[src/rtl/bus_dev_connector.sv]
// -----------------------------------------------------------------------------
// bus_dev_connector
//   Multi-channel connector between the CPU peripheral bus and its devices.
//   Each 32-bit bus word is steered by its top DEVADDR_W bits to one of NCH
//   channels. Every channel buffers its payloads in a private FIFO and presents
//   the FIFO head to its device with valid/ready handshaking.
//
// Ports
//   clk        in   1              system clock
//   rst        in   1              asynchronous reset, active-high
//   in         in   32             bus word {devaddr, unused, payload}
//   in_valid   in   1              bus word qualifier
//   out_data   out  NCH*PAYLOAD_W  channel k head payload at [k*PAYLOAD_W +: PAYLOAD_W]
//   out_start  out  NCH            channel k FIFO non-empty (valid)
//   out_ready  in   NCH            channel k consumer accepts the head this cycle
//   fifo_full  out  NCH            channel k FIFO holds FIFO_DEPTH entries
//   ovf        out  NCH            sticky overflow flags (CONN_OVF_IRQ_EN only, else 0)
//   irq        out  1              OR of ovf, registered (CONN_OVF_IRQ_EN only, else 0)
//
// Build option
//   CONN_OVF_IRQ_EN : when defined, a dropped push sets the channel's sticky
//   ovf flag; a word to that channel with an all-ones payload clears the flag
//   and is not pushed. When undefined, drops are silent and ovf/irq stay 0.
// -----------------------------------------------------------------------------
module bus_dev_connector #(
    parameter int DEVADDR_W  = 2,
    parameter int NCH        = 2,
    parameter int BASE_ADDR  = 2,
    parameter int PAYLOAD_W  = 24,
    parameter int FIFO_DEPTH = 4
) (
    input  logic                     clk,
    input  logic                     rst,
    input  logic [31:0]              in,
    input  logic                     in_valid,
    output logic [NCH*PAYLOAD_W-1:0] out_data,
    output logic [NCH-1:0]           out_start,
    input  logic [NCH-1:0]           out_ready,
    output logic [NCH-1:0]           fifo_full,
    output logic [NCH-1:0]           ovf,
    output logic                     irq
);

    localparam int PW = $clog2(FIFO_DEPTH);
    localparam int CW = PW + 1;

    logic [DEVADDR_W-1:0] addr_s;
    logic [PAYLOAD_W-1:0] payload_s;

    assign addr_s    = in[31 -: DEVADDR_W];
    assign payload_s = in[PAYLOAD_W-1:0];

    // Bits between the device address and the payload carry no meaning.
    if (PAYLOAD_W < 32 - DEVADDR_W) begin : g_gap
        logic unused_gap_s;
        assign unused_gap_s = ^in[31-DEVADDR_W:PAYLOAD_W];
    end

`ifdef CONN_OVF_IRQ_EN
    logic [NCH-1:0] ovf_d_s;
    logic [NCH-1:0] ovf_q;
    logic           irq_q;
`endif

    for (genvar k = 0; k < NCH; k++) begin : g_ch
        logic [PAYLOAD_W-1:0] mem_q [FIFO_DEPTH];
        logic [PW-1:0]        wr_ptr_q, wr_ptr_d;
        logic [PW-1:0]        rd_ptr_q, rd_ptr_d;
        logic [CW-1:0]        count_q, count_d;
        logic [CW-1:0]        remain_s;
        logic [PAYLOAD_W-1:0] head_q, head_d;
        logic                 start_q, full_q;
        logic                 sel_s, wr_req_s, pop_s, push_s;

        assign sel_s = in_valid && (addr_s == DEVADDR_W'(BASE_ADDR + k));

`ifdef CONN_OVF_IRQ_EN
        logic clr_s, drop_s;
        // An all-ones payload is a flag-clear command, never data.
        assign clr_s    = sel_s && (payload_s == {PAYLOAD_W{1'b1}});
        assign wr_req_s = sel_s && !clr_s;
`else
        assign wr_req_s = sel_s;
`endif

        assign pop_s  = start_q && out_ready[k];
        // A full FIFO still takes the word if its head leaves on the same edge.
        assign push_s = wr_req_s && ((count_q != CW'(FIFO_DEPTH)) || pop_s);

`ifdef CONN_OVF_IRQ_EN
        assign drop_s = wr_req_s && !push_s;

        // Sticky overflow flag next state.
        always_comb begin
            ovf_d_s[k] = ovf_q[k];
            if (clr_s) begin
                ovf_d_s[k] = 1'b0;
            end else if (drop_s) begin
                ovf_d_s[k] = 1'b1;
            end else begin
                ovf_d_s[k] = ovf_q[k];
            end
        end
`endif

        // Pointer, occupancy and next-head computation.
        always_comb begin
            wr_ptr_d = push_s ? (wr_ptr_q + PW'(1)) : wr_ptr_q;
            rd_ptr_d = pop_s  ? (rd_ptr_q + PW'(1)) : rd_ptr_q;
            case ({push_s, pop_s})
                2'b10:   count_d = count_q + CW'(1);
                2'b01:   count_d = count_q - CW'(1);
                default: count_d = count_q;
            endcase
            // Entries left once this edge's pop is taken out; zero means the
            // word being written now becomes the head and bypasses the array.
            remain_s = count_q - CW'(pop_s);
            if (count_d == '0) begin
                head_d = '0;
            end else if (push_s && (remain_s == '0)) begin
                head_d = payload_s;
            end else begin
                head_d = mem_q[rd_ptr_d];
            end
        end

        // FIFO storage; contents are don't-care while unoccupied.
        always_ff @(posedge clk) begin
            if (push_s) begin
                mem_q[wr_ptr_q] <= payload_s;
            end
        end

        // Channel state and registered device-side outputs.
        always_ff @(posedge clk or posedge rst) begin
            if (rst) begin
                wr_ptr_q <= '0;
                rd_ptr_q <= '0;
                count_q  <= '0;
                head_q   <= '0;
                start_q  <= 1'b0;
                full_q   <= 1'b0;
            end else begin
                wr_ptr_q <= wr_ptr_d;
                rd_ptr_q <= rd_ptr_d;
                count_q  <= count_d;
                head_q   <= head_d;
                start_q  <= (count_d != '0);
                full_q   <= (count_d == CW'(FIFO_DEPTH));
            end
        end

        assign out_data[k*PAYLOAD_W +: PAYLOAD_W] = head_q;
        assign out_start[k]                       = start_q;
        assign fifo_full[k]                       = full_q;
    end

`ifdef CONN_OVF_IRQ_EN
    // Overflow flags and interrupt, both registered from next state.
    always_ff @(posedge clk or posedge rst) begin
        if (rst) begin
            ovf_q <= '0;
            irq_q <= 1'b0;
        end else begin
            ovf_q <= ovf_d_s;
            irq_q <= |ovf_d_s;
        end
    end

    assign ovf = ovf_q;
    assign irq = irq_q;
`else
    assign ovf = '0;
    assign irq = 1'b0;
`endif

endmodule
[config.mk]
export PLATFORM = sky130hd
export DESIGN_NAME = bus_dev_connector
export DESIGN_NICKNAME = d
export VERILOG_FILES = /design/src/rtl/bus_dev_connector.sv
export SDC_FILE = /design/constraint.sdc
export NUM_CORES = 1
export LEC_CHECK = 0
export CORE_ASPECT_RATIO = 0.9
export CORE_MARGIN = 5
export CORE_UTILIZATION = 45
export DETAILED_ROUTE_END_ITERATION = 8
export PLACE_DENSITY = 0.75
export RECOVER_POWER = 25
export SYNTH_ARGS = -nofsm -noshare
export SYNTH_HDL_FRONTEND = slang
export SYNTH_SLANG_ARGS = --single-unit
[constraint.sdc]
create_clock -name clk -period 2.2 [get_ports clk]
set_input_delay 0.44 -clock clk [delete_from_list [all_inputs] [get_ports clk]]
set_output_delay 0.44 -clock clk [all_outputs]
set_load 0.02 [all_outputs]
==> reports/metrics.cfg <==
[global_route]
grt_max_degree = 48
antenna_found_initial = 0
grt_usage_pct = 18.09
grt_pass1_vias = 7611
gr-total-overflow = 0
grt_pass1_wl_mm = 41.28

[placed_design]
dpl.cell_count = 1266
dp_hpwl_mm = 16.43
numPortBuffers = 82
place_congestion = 0.8245

[pwr]
leakagePower_uw = 0.005355
vdd.ir_drop.worst_v = 0.0006070
p_seq_share_pct = 35.5
pwr-share-comb_pct = 41.1
internal-power_uw = 12310
p_switching_uw = 6521
power.share.clock_pct = 23.4
p_sw_share_pct = 34.63
pwr_density_cell_mw_per_mm2 = 1331

[setup_path]
slowest_delay_ns = 0.41
crit_buf_inv = 3
cp_cell_sequence = nand2_4, nor2_4, inv_2, fa_2, nor4_2, o21ai_1, o211ai_2, buf_6, buf_6, a21oi_2
timing.rr.end = g_ch[0].head_q[8]
worst_setup_path_end_kind = register
path_delay_family = simple AND/OR/NAND/NOR gates
cp_common_cell = buf_6
crit_path_top_delay_cell = fa_2
cp.required_ns = 2.63
r2r_cells = 10
crit_arrival_ns = 2.61
start_kind = register
ff2ff_setup_slack_ns = 0.03
crit_type = reg -> reg
path_depth = 10
cp_max_fo = 6
r2r_start = g_ch[0].start_q

[yosys]
synth_area_leaders = edfxtp_1, dfrtp_1, mux2i_1, a311o_1, a211oi_1
synth_ff_type = edfxtp_1
synthCells = 839
yosys_warnings = 0
synth.cells.most_frequent = edfxtp_1, nand2_1, dfrtp_1
synth.cell_area_mm2 = 0.01133
syn-mean-instance-area_um2 = 13.50
synth_cell_types = 54
synth_edf_count = 192
async_reset_ff_share_pct = 25.58
yosysTopAreaCellShare_pct = 50.90
synth.most_common_cell = edfxtp_1
ys_ff_latch = 258
ys_seq_area_share_pct = 65.48
yosys.area.top_type = edfxtp_1

[sta]
clock.fmax_mhz = 460.1
worst_slew_pin_slew_ns = 0.6505
max_slew_margin_pct = 56.59
fin_crit_sh_pct = 98.80
final.setup_skew_ns = 0.02120
final_hold_viol_count = 0
finalSetupTns_ns = 0
setup_viol = 0
rsz0062_at_grt = true
slew_violations = 0
finalCriticalPeriod_ns = 2.174

[drt]
via_per_inst = 5.764
drt_iter0_drc = 633
routedWlPerCell_um = 20.21
wirelength_mm = 26.77
drt-pass1-iter-count = 7
drc = 0
ant_nets = 0
vias = 7637

[run]
drv_cap = 0

[floorplanning]
core-area_mm2 = 0.02498
io_pins = 92
start_util_pct = 45.34
fp.dieW_um = 177.2
die_y_um = 160.5
rows = 55
die-area_mm2 = 0.02845

[clock_network]
numCtsBuffers = 27
cts_root_buf = clkbuf_16
clk_pin_slew_ns = 0.06
clk_latency_ns = 0.55
cts.sinks = 258
cts_tree = done
cts_max_level = 1
clockBufferDepth = 3

[final_layout]
syn2layout_area_growth_pct = 24.92
fin_cells = 1325
drive_above_1_share_pct = 17.80
fillerInstances = 1924
num-nets-final = 1011
num_antenna_cells = 0

[min_path]
hold_class = in -> async

[outcome]
status = finished clean

[metrics by stage]
step,cell area [µm²],utilization (%),worst slack (ns),total power [µW],hold slack (ns)
final,14150,56.64,0.02650,18830,0.4266
after global routing,14150,56.64,-0.08513,19840,0.4909
after CTS,14030,56.16,0.004888,18670,0.2162
after detailed placement,13150,52.64,-0.5552,14210,0.5417
after global placement,13150,52.64,-0.5142,13990,0.5257
after floorplan,11370,-,-0.003664,11400,0.4977
[power by group through the flow]
stage / Combinational, µW / Sequential [µW] / Clock, µW
6_report: 7740 / 6680 / 4410
5_1_grt: 8350 / 6770 / 4720
4_1_cts: 7500 / 6670 / 4500
3_5_place_dp: 7450 / 6750 / 0
3_3_place_gp: 7250 / 6740 / 0
2_1_floorplan: 4380 / 7020 / 0
[logic make-up (layout without fill, tap and decap cells)]
kind of cell | after synthesis | after routing | synth area share [%]
DFF | 258 | 258 | 65.48
and+or+nand+nor | 199 | 199 | 8.925
xor gates and xnor gates | 8 | 8 | 0.6186
buffers and inverters | 116 | 258 | 4.904
adders and majority gates | 12 | 12 | 1.458
AOI/OAI and AO/OA | 196 | 196 | 14.24
muxes | 49 | 49 | 4.341
other | 1 | 3 | 0.03311
[how the worst max path moves through the flow]
stage,end,from,slack (ns)
global route,g_ch[0].head_q[8],g_ch[0].start_q,-0.09
CTS,g_ch[0].head_q[23],in[30],0.005
finish,g_ch[0].head_q[8],g_ch[0].start_q,0.03
global placement,g_ch[0].head_q[22],in[30],-0.51
detailed placement,g_ch[0].head_q[22],in[30],-0.56
floorplan,g_ch[0].head_q[10],in_valid,-0.004
[placed cells by master (no fill, tap or decap), types with 20 or more instances in the layout]
cell type | netlist | routed
edfxtp_1 | 192 | 192
nand2_1 | 83 | 82
dfrtp_1 | 66 | 63
clkdlybuf4s50_1 | 0 | 63
buf_4 | 12 | 50
a211oi_1 | 49 | 49
mux2i_1 | 48 | 48
a311o_1 | 47 | 47
inv_1 | 37 | 36
nor2_1 | 34 | 32
clkbuf_16 | 0 | 29
and3_1 | 28 | 28
nand4b_1 | 24 | 24
a22oi_1 | 24 | 24
buf_12 | 1 | 24
a21oi_2 | 15 | 20
o311ai_0 | 20 | 20
[worst reg2reg max path, cell delays in order, from the launching register on]
cell	delay (ns)
dfrtp_1	0.38
nand2_4	0.09
nor2_4	0.10
inv_2	0.05
fa_2	0.41
nor4_2	0.27
o21ai_1	0.13
o211ai_2	0.22
buf_6	0.18
buf_6	0.18
a21oi_2	0.05
[final cells by class]
class / instances / area (µm²) / area share [%]
Clock buffer: 34 / 721.9 / 5.102
Clock inverter: 16 / 147.6 / 1.043
Timing Repair Buffer: 166 / 1810 / 12.80
Multi-Input combinational cell: 467 / 3458 / 24.44
Sequential cell: 258 / 7421 / 52.45
Tap cell: 342 / 427.9 / 3.024
Inverter: 42 / 162.7 / 1.150
[state kept, by name, summed over array words and instances (netlist names)]
register,flops
g_ch.mem_q,192
g_ch.count_q,6
g_ch.full_q,2
g_ch.head_q,48
g_ch.wr_ptr_q,4
g_ch.start_q,2
g_ch.rd_ptr_q,4
[timing repair]
action | in CTS | in global routing
hold buffers | 0 | 0
setup endpoints to repair | 3 | 50
pin swaps | 0 | 8
gates resized for setup | 3 | 17
buffers inserted | 0 | 5
hold endpoints to repair | 0 | 0
gates cloned | 0 | 4
[layer usage]
layer	GRT usage [%]	part of all wire (%)
met4	6.153	3.2
met5	0	0
met3	3.107	6.3
met1	24.10	42
met2	30.21	49
(Power assumes the default switching activity.)
